[src/rtl/core_job_scheduler.sv]
// Round-robin job dispatcher for NUM_CORES cores with busy tracking, completion count and drain handshake.
// Optional per-core busy watchdog is compiled in with `define CORE_WATCHDOG_EN.
module core_job_scheduler #(
    parameter int NUM_CORES  = 4,
    parameter int JOB_W      = 8,
    parameter int CNT_W      = 16,
    parameter int WDOG_LIMIT = 1023
) (
    input  logic                 clk,
    input  logic                 reset,
    input  logic                 job_valid,
    input  logic [JOB_W-1:0]     job_id,
    output logic                 job_ready,
    output logic [NUM_CORES-1:0] core_start,
    output logic [JOB_W-1:0]     core_job_id,
    input  logic [NUM_CORES-1:0] core_done,
    input  logic                 drain_req,
    output logic                 drained,
    output logic [NUM_CORES-1:0] busy_mask,
    output logic                 all_idle,
    output logic [CNT_W-1:0]     jobs_done,
    output logic [NUM_CORES-1:0] timeout_err
);

    localparam int PTR_W = $clog2(NUM_CORES);

    typedef enum logic [1:0] {
        ST_RUN,
        ST_DRAIN,
        ST_DRAINED
    } state_t;

    state_t               state, state_next;
    logic [PTR_W-1:0]     rr_ptr, ptr_next;
    logic [NUM_CORES-1:0] busy, busy_next, grant, done_hits, tmo;
    logic [CNT_W-1:0]     done_cnt;
    logic                 take;

    assign job_ready = (state == ST_RUN) && (busy != '1) && !reset;
    assign take      = job_valid && job_ready;
    assign busy_mask = busy;
    assign all_idle  = (busy == '0);
    assign drained   = (state == ST_DRAINED);

    // First idle core at or above rr_ptr, wrapping; uses the pre-edge busy mask.
    always_comb begin
        int unsigned idx;
        grant    = '0;
        ptr_next = rr_ptr;
        idx      = 0;
        for (int unsigned i = 0; i < NUM_CORES; i++) begin
            idx = 32'(rr_ptr) + i;
            if (idx >= NUM_CORES) idx = idx - NUM_CORES;
            if (take && (grant == '0) && !busy[idx]) begin
                grant[idx] = 1'b1;
                ptr_next   = (idx + 1 == NUM_CORES) ? '0 : PTR_W'(idx + 1);
            end
        end
    end

    always_comb begin
        done_hits = core_done & busy;
        done_cnt  = '0;
        for (int unsigned i = 0; i < NUM_CORES; i++) begin
            done_cnt = done_cnt + CNT_W'(done_hits[i]);
        end
        busy_next = (busy & ~done_hits & ~tmo) | grant;
    end

    always_comb begin
        state_next = state;
        case (state)
            ST_RUN:     if (drain_req) state_next = ST_DRAIN;
            ST_DRAIN: begin
                if (!drain_req)           state_next = ST_RUN;
                else if (busy_next == '0) state_next = ST_DRAINED;
            end
            ST_DRAINED: if (!drain_req) state_next = ST_RUN;
            default:    state_next = ST_RUN;
        endcase
    end

    always_ff @(posedge clk) begin
        if (reset) begin
            state       <= ST_RUN;
            rr_ptr      <= '0;
            busy        <= '0;
            core_start  <= '0;
            core_job_id <= '0;
            jobs_done   <= '0;
        end else begin
            state      <= state_next;
            rr_ptr     <= ptr_next;
            busy       <= busy_next;
            core_start <= grant;
            if (take) core_job_id <= job_id;
            jobs_done  <= jobs_done + done_cnt;
        end
    end

`ifdef CORE_WATCHDOG_EN
    localparam int WDOG_W = $clog2(WDOG_LIMIT + 1);

    logic [WDOG_W-1:0]    wdog_cnt [NUM_CORES];
    logic [NUM_CORES-1:0] tmo_err;

    // A done on the limit cycle takes priority over the timeout.
    always_comb begin
        tmo = '0;
        for (int unsigned k = 0; k < NUM_CORES; k++) begin
            tmo[k] = busy[k] && !core_done[k] && (wdog_cnt[k] == WDOG_W'(WDOG_LIMIT));
        end
    end

    always_ff @(posedge clk) begin
        if (reset) begin
            for (int unsigned k = 0; k < NUM_CORES; k++) wdog_cnt[k] <= '0;
            tmo_err <= '0;
        end else begin
            for (int unsigned k = 0; k < NUM_CORES; k++) begin
                if (grant[k])     wdog_cnt[k] <= '0;
                else if (busy[k]) wdog_cnt[k] <= wdog_cnt[k] + 1'b1;
            end
            tmo_err <= tmo_err | tmo;
        end
    end

    assign timeout_err = tmo_err;
`else
    logic unused_wdog;
    assign unused_wdog = (WDOG_LIMIT == 0);
    assign tmo         = '0;
    assign timeout_err = '0;
`endif

endmodule
[config.mk]
export PLATFORM = sky130hd
export DESIGN_NAME = core_job_scheduler
export DESIGN_NICKNAME = d
export VERILOG_FILES = /design/src/rtl/core_job_scheduler.sv
export SDC_FILE = /design/constraint.sdc
export NUM_CORES = 1
export LEC_CHECK = 0
export CAP_MARGIN = 5
export CORE_ASPECT_RATIO = 1.75
export CORE_MARGIN = 2
export CORE_UTILIZATION = 50
export CTS_CLUSTER_DIAMETER = 120
export DETAILED_ROUTE_END_ITERATION = 8
export PLACE_DENSITY = 0.8
export SYNTH_ARGS = -nofsm -noshare
export SYNTH_HDL_FRONTEND = slang
export SYNTH_SLANG_ARGS = --single-unit
[constraint.sdc]
create_clock -name clk -period 3.6 [get_ports clk]
set_input_delay 0.54 -clock clk [delete_from_list [all_inputs] [get_ports clk]]
set_output_delay 0.54 -clock clk [all_outputs]
set_load 0.01 [all_outputs]
==> impl_results.md <==
* TritonCTS Sinks at 36
* Port buffer count at 50
* DRT Wirelength at between 6000 and 7000 um
* Cell taking the most area after synthesis: dfxtp_1
* DP Wirelength at roughly 4800 um
* Gate Count Post-Synth at roughly 270
* Post-synth ARST share at 0%
* CP startpoint kind: input pin
* PD cells at ~420 mW/mm^2
* Fillers at 365
* Setup violations, final at 0
* Die height at 93.3 um
* Initial DRC count at 88
* Setup TNS Final at 0 ps
* Ys flop type: dfxtp_1
* VDD IR max at 0.391 mV
* Post-synth top area share at about a third
* EDFF count, synth at 0
* Die extent in x at between 50 and 60 um
* FF/Latch Area at around 720 sq um
* # Post-CTS Setup Buffers at 0
* Global-route wire length before repair at 10,100 um
* Core box area at between 0.004 and 0.005 sq mm
* Top cells by area, synth: dfxtp_1 (32%), nand2_1 (5.6%), mux4_2 (4.0%)
* Total gr overflow at 0
* Seq/Total Area, Yosys at 31.7%
* Synth warn at 0
* Worst hold-check path type: flip-flop to flip-flop
* Crit Path Max Fanout at 8
* Die ar. at slightly above 0.005 sq mm
* FMAX at about 0.33 GHz
* Mapped Area at 0.00228 sq mm
* Synthesized area per cell at approximately 8.5 sq um
* Vias in the first global route at between 2,000 and 2,500
* Setup WS pre-CTS at 239 ps
* Share of layout cells above drive strength 1 at about 11%
* Unrepaired setup endpoints after global routing: no
* Drt pass-1 iters at 5
* # Max-Cap Violations at 0
* Relative slew margins at about three fifths
* Final instance area at slightly below 0.003 sq mm
* Cts hold-fix bufs at 0
* # rows at 32
* Drt drc at 0
* Post-CTS resize count at 0
* Leakage at roughly 0.0011 uW
* Clk pin slew, worst setup/hold paths at roughly 70 ps
* Clk buf depth at 2
* Tmin final at 3070 ps
* Vias at approximately 2,200
* Fin nets at around 340
* Crit. End Element: flip-flop
* Measured slew at the worst slew-check pin at ~580 ps
* CP arrival at 3240 ps
* Multi-input logic area at 0.00142 sq mm
* Initial antenna violation count at 0
* Placed cell areas at 0.00282 sq mm
* I/O pins at between 50 and 60
* Clk_lat worst skew at slightly below 300 ps
* Largest net degree at the start of global routing at 35
* Outcome: complete, no violations
* Synthesized flop and latch total at 36
* DR WL/cell at 16.9 um
* CTS tree: built
* Final worst-path cycle share at 85.3%
* Setup CP Type: input pin to flip-flop
* Root cell of the clock tree: clkbuf_8
* Yosys cell types at between 60 and 70
* Final GP Congestion at 0.989
* Area added between synthesis and finish at 28.8%
* Initial Util at around half
* Vias per Instance at around 6
* Antenna Diode Count at 0
* Placed insts at ~360
* Hold Violations, Final at 0
* Post-route ant nets at 0
* Num CTS Buffers at 5
* CTS HTree Levels at 2
* Slew Viols, Final at 0
* Clk_skew at 5.10 ps
* Setup WS post-layout at approximately 530 ps
* GR Util All Layers at 27.0%
* Final Non-Filler Cells at 369
* Required time of the critical path at around 3800 ps
==> state kept, by name (all words and copies together), names as in the netlist <==
register     flops
state            2
jobs_done       16
rr_ptr           2
core_start       4
core_job_id      8
busy_mask        4
==> critical path, cell delays in order <==
cell and delay (ps):
clkdlybuf4s50_1 430, or4b_1 620, or3_4 450, a2111oi_4 390, nand4_2 190, and3_4 250, a221oi_2 260, a21oi_1 100
==> kinds of logic after synthesis <==
group / share of synthesized area [%]
buffers and inverters: 6.54
AOI/OAI and AO/OA: 17.1
adders and majority gates: 6.49
xor gates and xnor gates: 4.62
and+or+nand+nor: 26.7
other: 0.165
muxes: 6.76
DFF: 31.7
==> per-layer routing <==
layer | vias to the layer above | track usage [%] | wire (um)
li1 | 1044 | - | -
met1 | 1039 | 29.8 | 2190
met2 | 99 | 45.9 | 3460
met3 | 24 | 4.47 | 318
met4 | 0 | 15.9 | 264
met5 | - | 0 | 0
==> where the power goes <==
group	switching (uW)	internal, uW	total, uW
combinational	220	194	414
clock	146	205	352
sequential	24.6	426	451
==> through the flow <==
stage | total power (uW) | util (%) | hold WS (ps)
after floorplan | 715 | - | 453
after global placement | 866 | 64.1 | 442
after detailed placement | 865 | 64.1 | 450
after CTS | 1220 | 66.5 | 460
after global routing | 1280 | 66.5 | 484
final | 1220 | 66.5 | 457
==> cells in the mapped netlist, types with 6 or more instances <==
cell type / number
a21oi_1: 16
clkbuf_1: 12
dfxtp_1: 36
ha_1: 7
inv_1: 12
nand2_1: 34
nor2_1: 20
nor2b_1: 8
nor3_1: 6
xor2_1: 9
==> cell type report <==
type	count	area share, %
multi-input combinational	202	48.4
clock buffer	6	2.48
sequential	36	24.6
timing repair buffer	60	19.6
clock inverter	2	1.20
tap	51	2.18
inverter	12	1.54
==> worst paths after layout <==
| check | depth (start not counted) | endpoint | slack [ps] | from |
|---|---|---|---|---|
| hold reg to reg | 2 | core_job_id[0] | 460 | core_job_id[0] |
| setup reg to reg | 10 | busy_mask[1] | 620 | rr_ptr[0] |
| hold / removal | 2 | core_job_id[0] | 460 | core_job_id[0] |
| setup / recovery | 8 | busy_mask[3] | 530 | reset |
==> cell usage in the layout, fill, tap and decap left out, types with 4 or more instances in the layout <==
master and n:
nand2_1 34, a21oi_1 16, o21ai_0 4, xor2_1 9, nand3_1 5, nand4_1 5
conb_1 4, and3_1 5, and2_1 5, buf_4 10, or3_1 4, and4_1 4
inv_1 12, nor2_1 20, ha_1 7, dfxtp_1 36, clkbuf_8 5, clkdlybuf4s50_1 50
nor3_1 6, nor2b_1 8, mux4_2 4, nor4_1 4
Note: power is estimated with default switching activity, not from simulation.
